===== src/rtl/ask_pkg.sv =====
// ---------------------------------------------------------------------------
// ask_pkg
// Definitions shared by the ASK transmitter and the matching receiver.
//   ask_state_t            : transmitter frame state
//   ASK_SYNCWORD           : syncword, sent MSB first
//   ASK_PREAMBLE           : preamble as it appears at sample rate (4 samples
//                            per symbol, alternating starting with 1)
//   ASK_SAMPLES_PER_SYMBOL : default clk cycles per symbol
//   even_parity()          : XOR of a payload byte
//   ask_max()              : integer maximum, used for counter sizing
// ---------------------------------------------------------------------------
package ask_pkg;

    typedef enum logic [2:0] {
        IDLE     = 3'd0,
        PREAMBLE = 3'd1,
        SYNC     = 3'd2,
        DATA     = 3'd3,
        PARITY   = 3'd4,
        GAP      = 3'd5
    } ask_state_t;

    localparam logic [7:0]  ASK_SYNCWORD           = 8'b11100101;
    localparam logic [31:0] ASK_PREAMBLE           = 32'hF0F0F0F0;
    localparam int          ASK_SAMPLES_PER_SYMBOL = 4;
    localparam int          ASK_PREAMBLE_SYMBOLS   = 8;
    localparam int          ASK_SYNCWORD_WIDTH     = 8;
    localparam int          ASK_GAP_SYMBOLS        = 4;

    function automatic logic even_parity(input logic [7:0] d);
        return ^d;
    endfunction

    function automatic int ask_max(input int a, input int b);
        return (a > b) ? a : b;
    endfunction

endpackage


===== src/rtl/ask_symbol_timer.sv =====
// ---------------------------------------------------------------------------
// ask_symbol_timer
// Sample counter 0..SAMPLES_PER_SYMBOL-1 that produces a one-cycle symbol
// strobe on the last sample of every symbol while run is high.
//   clk        : sample clock
//   reset      : synchronous, active-high
//   run        : count enable; the counter is held at 0 while run is low
//   sym_strobe : high in the final sample cycle of each symbol
// ---------------------------------------------------------------------------
module ask_symbol_timer
    import ask_pkg::*;
#(
    parameter int SAMPLES_PER_SYMBOL = ASK_SAMPLES_PER_SYMBOL
) (
    input  logic clk,
    input  logic reset,
    input  logic run,
    output logic sym_strobe
);

    localparam int                CNT_W    = $clog2(SAMPLES_PER_SYMBOL) + 1;
    localparam logic [CNT_W-1:0]  CNT_LAST = CNT_W'(SAMPLES_PER_SYMBOL - 1);

    logic [CNT_W-1:0] cnt_r;

    // Sample counter: cleared while idle, wraps at the last sample of a symbol.
    always_ff @(posedge clk) begin
        if (reset) begin
            cnt_r <= {CNT_W{1'b0}};
        end else if (!run) begin
            cnt_r <= {CNT_W{1'b0}};
        end else if (cnt_r == CNT_LAST) begin
            cnt_r <= {CNT_W{1'b0}};
        end else begin
            cnt_r <= cnt_r + CNT_W'(1);
        end
    end

    assign sym_strobe = run && (cnt_r == CNT_LAST);

endmodule


===== src/rtl/ask_tx.sv =====
// ---------------------------------------------------------------------------
// ask_tx
// ASK (on-off keyed) baseband transmitter. Bytes accepted on a valid/ready
// handshake are framed as preamble, syncword, payload (MSB first) and an
// idle gap, and emitted on serialout at SAMPLES_PER_SYMBOL samples/symbol.
// Consecutive bytes offered at the end of a payload byte extend the frame
// without a gap.
//
// Optional build macro: ASK_TX_PARITY_EN -- adds one even-parity symbol after
// every payload byte; the continuation handshake then moves to the last
// sample of the parity symbol.
//
// Ports:
//   clk       : sample clock
//   reset     : synchronous, active-high
//   tx_data   : payload byte
//   tx_valid  : tx_data is valid
//   tx_ready  : a byte transfers on an edge with tx_valid && tx_ready
//   serialout : OOK bitstream, 1 = carrier on (flop output)
//   busy      : high whenever a frame is in progress
// ---------------------------------------------------------------------------
module ask_tx
    import ask_pkg::*;
#(
    parameter int                        SAMPLES_PER_SYMBOL = ASK_SAMPLES_PER_SYMBOL,
    parameter int                        PREAMBLE_SYMBOLS   = ASK_PREAMBLE_SYMBOLS,
    parameter int                        SYNCWORD_WIDTH     = ASK_SYNCWORD_WIDTH,
    parameter logic [SYNCWORD_WIDTH-1:0] SYNCWORD           = ASK_SYNCWORD,
    parameter int                        GAP_SYMBOLS        = ASK_GAP_SYMBOLS
) (
    input  logic       clk,
    input  logic       reset,
    input  logic [7:0] tx_data,
    input  logic       tx_valid,
    output logic       tx_ready,
    output logic       serialout,
    output logic       busy
);

    // One symbol-index counter serves every state, so size it for the longest.
    localparam int IDX_MAX = ask_max(ask_max(PREAMBLE_SYMBOLS, SYNCWORD_WIDTH),
                                     ask_max(8, GAP_SYMBOLS));
    localparam int IDX_W   = $clog2(IDX_MAX) + 1;

    localparam logic [IDX_W-1:0] PRE_LAST  = IDX_W'(PREAMBLE_SYMBOLS - 1);
    localparam logic [IDX_W-1:0] SYNC_LAST = IDX_W'(SYNCWORD_WIDTH - 1);
    localparam logic [IDX_W-1:0] DATA_LAST = IDX_W'(7);
    localparam logic [IDX_W-1:0] GAP_LAST  = IDX_W'(GAP_SYMBOLS - 1);

    ask_state_t          state_r;
    ask_state_t          state_nxt_s;
    logic [IDX_W-1:0]    idx_r;
    logic [IDX_W-1:0]    idx_nxt_s;
    logic [7:0]          shreg_r;
    logic [7:0]          shreg_nxt_s;
    logic                serial_nxt_s;
    logic                sym_strobe_s;
    logic                transfer_s;
    logic [SYNCWORD_WIDTH-1:0] sync_sel_s;
    logic [7:0]          data_sel_s;

    ask_symbol_timer #(
        .SAMPLES_PER_SYMBOL (SAMPLES_PER_SYMBOL)
    ) u_timer (
        .clk        (clk),
        .reset      (reset),
        .run        (state_r != IDLE),
        .sym_strobe (sym_strobe_s)
    );

    // Handshake decode from registered state only: ready while idle, and in
    // the last sample of the final symbol of a byte (bit 0, or parity).
    always_comb begin
        tx_ready = 1'b0;
        if (state_r == IDLE) begin
            tx_ready = 1'b1;
`ifdef ASK_TX_PARITY_EN
        end else if ((state_r == PARITY) && sym_strobe_s) begin
            tx_ready = 1'b1;
`else
        end else if ((state_r == DATA) && sym_strobe_s && (idx_r == DATA_LAST)) begin
            tx_ready = 1'b1;
`endif
        end else begin
            tx_ready = 1'b0;
        end
    end

    assign transfer_s = tx_valid && tx_ready;
    assign busy       = (state_r != IDLE);

    // Frame sequencing: next state, symbol index and payload register.
    always_comb begin
        state_nxt_s = state_r;
        idx_nxt_s   = idx_r;
        shreg_nxt_s = shreg_r;
        case (state_r)
            IDLE: begin
                idx_nxt_s = {IDX_W{1'b0}};
                if (transfer_s) begin
                    shreg_nxt_s = tx_data;
                    state_nxt_s = PREAMBLE;
                end else begin
                    state_nxt_s = IDLE;
                end
            end
            PREAMBLE: begin
                if (sym_strobe_s) begin
                    if (idx_r == PRE_LAST) begin
                        state_nxt_s = SYNC;
                        idx_nxt_s   = {IDX_W{1'b0}};
                    end else begin
                        idx_nxt_s   = idx_r + IDX_W'(1);
                    end
                end else begin
                    idx_nxt_s = idx_r;
                end
            end
            SYNC: begin
                if (sym_strobe_s) begin
                    if (idx_r == SYNC_LAST) begin
                        state_nxt_s = DATA;
                        idx_nxt_s   = {IDX_W{1'b0}};
                    end else begin
                        idx_nxt_s   = idx_r + IDX_W'(1);
                    end
                end else begin
                    idx_nxt_s = idx_r;
                end
            end
            DATA: begin
                if (sym_strobe_s) begin
                    if (idx_r == DATA_LAST) begin
                        idx_nxt_s = {IDX_W{1'b0}};
`ifdef ASK_TX_PARITY_EN
                        state_nxt_s = PARITY;
`else
                        if (transfer_s) begin
                            shreg_nxt_s = tx_data;
                            state_nxt_s = DATA;
                        end else begin
                            state_nxt_s = GAP;
                        end
`endif
                    end else begin
                        idx_nxt_s = idx_r + IDX_W'(1);
                    end
                end else begin
                    idx_nxt_s = idx_r;
                end
            end
`ifdef ASK_TX_PARITY_EN
            PARITY: begin
                if (sym_strobe_s) begin
                    idx_nxt_s = {IDX_W{1'b0}};
                    if (transfer_s) begin
                        shreg_nxt_s = tx_data;
                        state_nxt_s = DATA;
                    end else begin
                        state_nxt_s = GAP;
                    end
                end else begin
                    idx_nxt_s = idx_r;
                end
            end
`endif
            GAP: begin
                if (sym_strobe_s) begin
                    if (idx_r == GAP_LAST) begin
                        state_nxt_s = IDLE;
                        idx_nxt_s   = {IDX_W{1'b0}};
                    end else begin
                        idx_nxt_s   = idx_r + IDX_W'(1);
                    end
                end else begin
                    idx_nxt_s = idx_r;
                end
            end
            default: begin
                state_nxt_s = IDLE;
                idx_nxt_s   = {IDX_W{1'b0}};
                shreg_nxt_s = 8'h00;
            end
        endcase
    end

    // Symbol value for the upcoming cycle, derived from the next state so the
    // first preamble sample appears right after the accepting edge.
    always_comb begin
        sync_sel_s   = SYNCWORD >> (SYNC_LAST - idx_nxt_s);
        data_sel_s   = shreg_nxt_s >> (DATA_LAST - idx_nxt_s);
        serial_nxt_s = 1'b0;
        case (state_nxt_s)
            PREAMBLE: serial_nxt_s = ~idx_nxt_s[0];
            SYNC:     serial_nxt_s = sync_sel_s[0];
            DATA:     serial_nxt_s = data_sel_s[0];
`ifdef ASK_TX_PARITY_EN
            PARITY:   serial_nxt_s = even_parity(shreg_nxt_s);
`endif
            default:  serial_nxt_s = 1'b0;
        endcase
    end

    // State, index, payload and serial output registers.
    always_ff @(posedge clk) begin
        if (reset) begin
            state_r   <= IDLE;
            idx_r     <= {IDX_W{1'b0}};
            shreg_r   <= 8'h00;
            serialout <= 1'b0;
        end else begin
            state_r   <= state_nxt_s;
            idx_r     <= idx_nxt_s;
            shreg_r   <= shreg_nxt_s;
            serialout <= serial_nxt_s;
        end
    end

endmodule


===== config.mk =====
export PLATFORM = sky130hd
export DESIGN_NAME = ask_tx
export DESIGN_NICKNAME = d
export VERILOG_FILES = /design/src/rtl/ask_pkg.sv /design/src/rtl/ask_symbol_timer.sv /design/src/rtl/ask_tx.sv
export SDC_FILE = /design/constraint.sdc
export NUM_CORES = 1
export LEC_CHECK = 0
export CAP_MARGIN = 20
export CORE_UTILIZATION = 45
export CTS_BUF_LIST = sky130_fd_sc_hd__clkbuf_4 sky130_fd_sc_hd__clkbuf_8
export DETAILED_ROUTE_END_ITERATION = 7
export PLACE_DENSITY_LB_ADDON = 0.15
export SYNTH_ARGS = -nofsm -noshare
export SYNTH_HDL_FRONTEND = slang
export SYNTH_SLANG_ARGS = --single-unit

===== constraint.sdc =====
create_clock -name clk -period 3.8 [get_ports clk]
set_clock_uncertainty 0.15 [all_clocks]
set_input_delay 1.14 -clock clk [delete_from_list [all_inputs] [get_ports clk]]
set_output_delay 1.14 -clock clk [all_outputs]
set_load 0.05 [all_outputs]

# After elaboration in Yosys (flattened, before gate mapping)
# Cells that the tools add are included.
[op_classes]
n_addsub = 3
eq_ne = 10
n_shift = 2
n_mux = 23
n_bitwise = 2
n_reduce_logical = 9
[ops]
columns = ["operator", "n"]
rows = [
  ["3-bit two-way mux", 9],
  ["8-bit two-way mux", 3],
  ["8-bit case mux with 3 select lines", 1],
  ["4-bit two-way mux", 4],
  ["3-bit by 2-bit equality test with 1-bit output, second input constant", 5],
  ["3-bit case mux with 5 select lines", 1],
  ["3-bit OR reduction", 3],
  ["4-bit case mux with 2 select lines", 1],
  ["8-bit by 4-bit right shift with 1-bit output", 1],
  ["8-bit by 4-bit right shift with 1-bit output, first input constant", 1],
  ["3-bit by 1-bit equality test with 1-bit output, second input constant", 2],
  ["4-bit by 1-bit adder with 4-bit output, second input constant", 1],
  ["4-bit by 2-bit equality test with 1-bit output, second input constant", 1],
  ["4-bit by 3-bit equality test with 1-bit output, second input constant", 1],
  ["1-bit logical AND", 4],
  ["3-bit by 4-bit subtractor with 4-bit output, first input constant", 1],
  ["3-bit by 1-bit adder with 3-bit output, second input constant", 1],
  ["3-bit equality test, second input constant", 1],
  ["3-bit logical NOT", 1],
  ["1-bit two-way mux", 3],
  ["1-bit case mux with 3 select lines", 1],
  ["3-bit nonzero test", 1],
  ["1-bit inverter", 2],
]
[word_totals]
reg_bits = 19
inputBits = 11
output_inout_bits = 3
elab_cells = 54

# Depth between registers and ports, before layout
[logic_depth]
ltp_word = 13
mapped_depth = 11
ltp_nobuf = 9

# Cells and area by module
# From an unflattened synthesis, not the netlist that was laid out.
[unflattened]
hier_cells = 133
hier_area_um2 = 1124.8
[by_module_without_submodules]
columns = ["module", "n_inst", "cells_per_inst", "area_each_um2", "seq_area_each_um2"]
rows = [
  ["ask_tx", 1, 123, 998.5, 320.3],
  ["ask_symbol_timer", 1, 10, 126.4, 60.1],
]

# Worst setup path after synthesis
# OpenSTA, ideal clock, no wires.
[synth_timing]
kind = "reg2out"
from = "register idx_r[0]"
to = "output port tx_ready"
arrival_time_ns = 1.796
t_required_ns = 2.510
setup_slack_ns = 0.714
path_stages_with_launch = 7
path_buffers = 2
path_cell_list = "dfxtp_1 -> ha_1 -> buf_6 -> and4b_1 -> buf_6 -> nand3_1 -> a21oi_1"
[synth_between]
elab_chain_len = 4
[synth_lines]
columns = ["element", "line", "source"]
rows = [
  ["start: declaration", "ask_tx.sv:52", "logic [IDX_W-1:0] idx_r;"],
  ["start signal: assignment", "ask_tx.sv:208", "idx_r <= {IDX_W{1'b0}};"],
  ["start signal: assignment", "ask_tx.sv:213", "idx_r <= idx_nxt_s;"],
  ["4-bit by 3-bit equality test with 1-bit output", "ask_tx.sv:81", "end else if ((state_r == DATA) && sym_strobe_s && (idx_r == DATA_LAST)) begin"],
  ["1-bit logical AND", "ask_tx.sv:81", ""],
  ["1-bit two-way mux", "ask_tx.sv:81", ""],
  ["1-bit two-way mux", "ask_tx.sv:75", "if (state_r == IDLE) begin"],
  ["end: declaration", "ask_tx.sv:35", "output logic tx_ready,"],
]
# No other way between the ends.

# Worst setup path in the final report
[layout_timing]
from = "register state_r[0]"
to = "output port busy"
[layout_between]
elab_chain_len = 1
[layout_lines]
columns = ["element", "line", "source"]
rows = [
  ["start: declaration", "ask_tx.sv:50", "ask_state_t state_r;"],
  ["start signal: assignment", "ask_tx.sv:212", "state_r <= state_nxt_s;"],
  ["3-bit nonzero test", "ask_tx.sv:90", "assign busy = (state_r != IDLE);"],
  ["end: declaration", "ask_tx.sv:37", "output logic busy"],
]
# No other way between the ends.

==> key figures <==
Worst setup path
  – CP endpoint kind: primary output
  – Crit Path Class: register to primary output
  – Crit path max fanout: 16
  – Critical Path RT: around 2.5 ns
  – Crit path DAT: 2.10 ns
  – CP startpoint kind: register

Synthesis
  – Post-synth top area cell: dfxtp_1
  – Top_reg_cell synth: dfxtp_1
  – Netlist cell types: roughly 50
  – Post-Syn Area: 1220 um^2
  – Post-synth ARST share: 0%
  – FF+latch count, synth: 19
  – Syn_area_per_cell: between 8 and 9 um^2
  – Syn nets: around 160
  – Sequential cell area fraction in the yosys report: roughly 31%
  – Synth warn: 0
  – Post-synth EDFFs: 0
  – Synthesized instance count: between 100 and 150
  – Synth top area cells: dfxtp_1, nor2_1, ha_1
  – Post-synth top area share: 31.2%

GRT
  – GRT busiest layer: met2
  – First-pass GRT wire length: 4480 um
  – Overflow after GRT: 0
  – Vias in the first global route: 988
  – Pin count of the biggest net entering global routing: 18
  – Global Route met2 Usage: between 30% and 40%
  – Total track usage: 21.5%
  – Antenna violations before repair: 0
  – Met3 usage in global routing: around 3.4%
  – Met1 usage: about 28%

Die
  – # rows: 18
  – Starting density of the core: between 40% and 50%
  – IO Pins: 14
  – Die Y: 54.1 um
  – Die ar.: 2920 um^2
  – Area of the core: roughly 2500 um^2
  – Chip width: about 54 um

Cells and area
  – Final-stage net count: ~170
  – Share of layout cells above drive strength 1: under 10%
  – Antenna cell count: 0
  – Fillers: approximately 280
  – Area Growth Syn to Fin: 11.7%

Drt
  – WL per Instance: about 15 um
  – Residual DRC count: 0
  – WL final: about 2800 um
  – DR vias/cell: between 6 and 7
  – DR iter-0 viols: 30
  – Vias: around 1100
  – DRT antenna net count: 0
  – 1st-pass router iterations: 4

Clock network
  – Worst-case clock buffer depth: 2
  – Clock slew at reported path FFs: around 0.10 ns
  – Clock Latency Late Sink: slightly below 0.3 ns
  – Hold-fix buffers, CTS: 0
  – CTS tree: done
  – Post-CTS setup buffer count: 0
  – Total CTS buffers: 3
  – CTS Sinks: 19
  – H-tree depth: 1
  – Root buf cell: clkbuf_4
  – Post-cts sizing count: 0

Pwr
  – Peak VDD IR: between 0.2 and 0.3 mV
  – Pleak: between 0.4 and 0.5 nW
  – PwrDens: roughly 290 nW/um^2

Timing
  – Min Hold Slack: roughly 0.28 ns
  – Slew @ Worst Pin: 0.591 ns
  – RSZ-0062 raised after global routing: no
  – Fin crit share: 89.3%
  – Highest Clock Rate: between 0.2 and 0.3 GHz
  – Setup tns final: 0 ns
  – Hold violation count in the final report: 0
  – Tmin final: approximately 3.4 ns
  – Setup-failing EPs final: 0
  – Normalized max-slew margin: 60.3%
  – Pins Over Slew Limit: 0

Worst hold path
  – Tightest Hold Check Type: register to register

Flow run
  – Max_cap viols: 0

Placed design
  – Port Buffers: 13
  – Post-DP HPWL: around 2000 um
  – GP Congestion: roughly 0.79

Outcome
  – Status: finished, final reports clean
per-layer routing:
layer  up-vias  part of all wire [%]
met1       537                    49
li1        551                     -
met4         0                  0.54
met2        20                    48
met5         -                     0
met3         2                   2.9
flip-flops by register name (all words and copies together), names as in the netlist:
register / cells
u_timer.cnt_r: 3
shreg_r: 8
serialout: 1
idx_r: 4
state_r: 3
cell type report:
cell class                      instances  area, um^2  area share (%)
Multi-Input combinational cell        110         753            55.3
Sequential cell                        19         380            27.9
Timing Repair Buffer                   15         143            10.5
Tap cell                               30        37.5            2.75
Clock buffer                            4        30.0            2.20
Inverter                                5        18.8            1.38
worst max-delay path, stage by stage, from the launching register on:
cell and delay [ns]:
dfxtp_1 0.66, nor2_1 0.16, nand2_1 0.17, clkdlybuf4s50_1 0.82
cell usage in the layout, fill, tap and decap left out, drive strengths merged, types with 3 or more instances in the layout:
cell type      count
o22ai              3
o211ai             3
nor2              20
ha                 3
buf                3
nand2             10
nand3              5
clkbuf             4
nor2b              3
clkdlybuf4s50     12
nor3b              3
nand2b             3
nand3b             3
inv                5
a21o               3
dfxtp             19
a22oi              5
a21oi              5
nand4b             3
power by group:
part / switching (mW) / leakage (nW) / internal, mW
sequential: 0.00731 / 0.155 / 0.208
combinational: 0.0406 / 0.295 / 0.0313
clock: 0.0582 / 0.0184 / 0.0479
path summary, 6_finish.rpt:
check / depth (start not counted) / slack [ns] / start / endpoint
max: 3 / 0.41 / state_r[0] / busy
min: 1 / 0.28 / u_timer.cnt_r[0] / u_timer.cnt_r[0]
max reg2reg: 9 / 0.91 / u_timer.cnt_r[0] / serialout
min reg2reg: 1 / 0.28 / u_timer.cnt_r[0] / u_timer.cnt_r[0]
synthesized netlist by cell type, drive strengths merged, types with 2 or more instances:
| library cell | number |
|---|---|
| nor2 | 20 |
| dfxtp | 19 |
| buf | 10 |
| nand2 | 10 |
| a21oi | 5 |
| a22oi | 5 |
| inv | 5 |
| nand3 | 5 |
| a21o | 3 |
| ha | 3 |
| nand2b | 3 |
| nand3b | 3 |
| nand4b | 3 |
| nor2b | 3 |
| nor3b | 3 |
| o211ai | 3 |
| o22ai | 3 |
| a211oi | 2 |
| a221oi | 2 |
| a31oi | 2 |
| and3 | 2 |
| nand4bb | 2 |
| o21ai | 2 |
| or2 | 2 |
| or3b | 2 |
| or4 | 2 |
| xnor2 | 2 |
metrics by stage:
stage	area, um^2	total power [mW]	utilization [%]	worst slack [ns]	instances
final	1360	0.393	54.0	0.406	183
after global routing	1360	0.412	54.0	0.296	183
after detailed placement	1330	0.291	52.8	0.446	179
after floorplan	1220	0.267	-	0.714	144
after global placement	1330	0.289	52.8	0.512	179
after CTS	1360	0.397	54.0	0.415	183
kinds of logic (layout without fill, tap and decap cells):
family / count (synthesis) / in the layout / share of synthesized area, %
DFF: 19 / 19 / 31.2
and+or+nand+nor: 66 / 66 / 31.0
adders and majority gates: 3 / 3 / 3.08
AOI/OAI and AO/OA: 38 / 38 / 25.4
muxes: 1 / 1 / 0.821
buffers and inverters: 15 / 24 / 7.08
xor gates and xnor gates: 2 / 2 / 1.44
(Power assumes the default switching activity.)
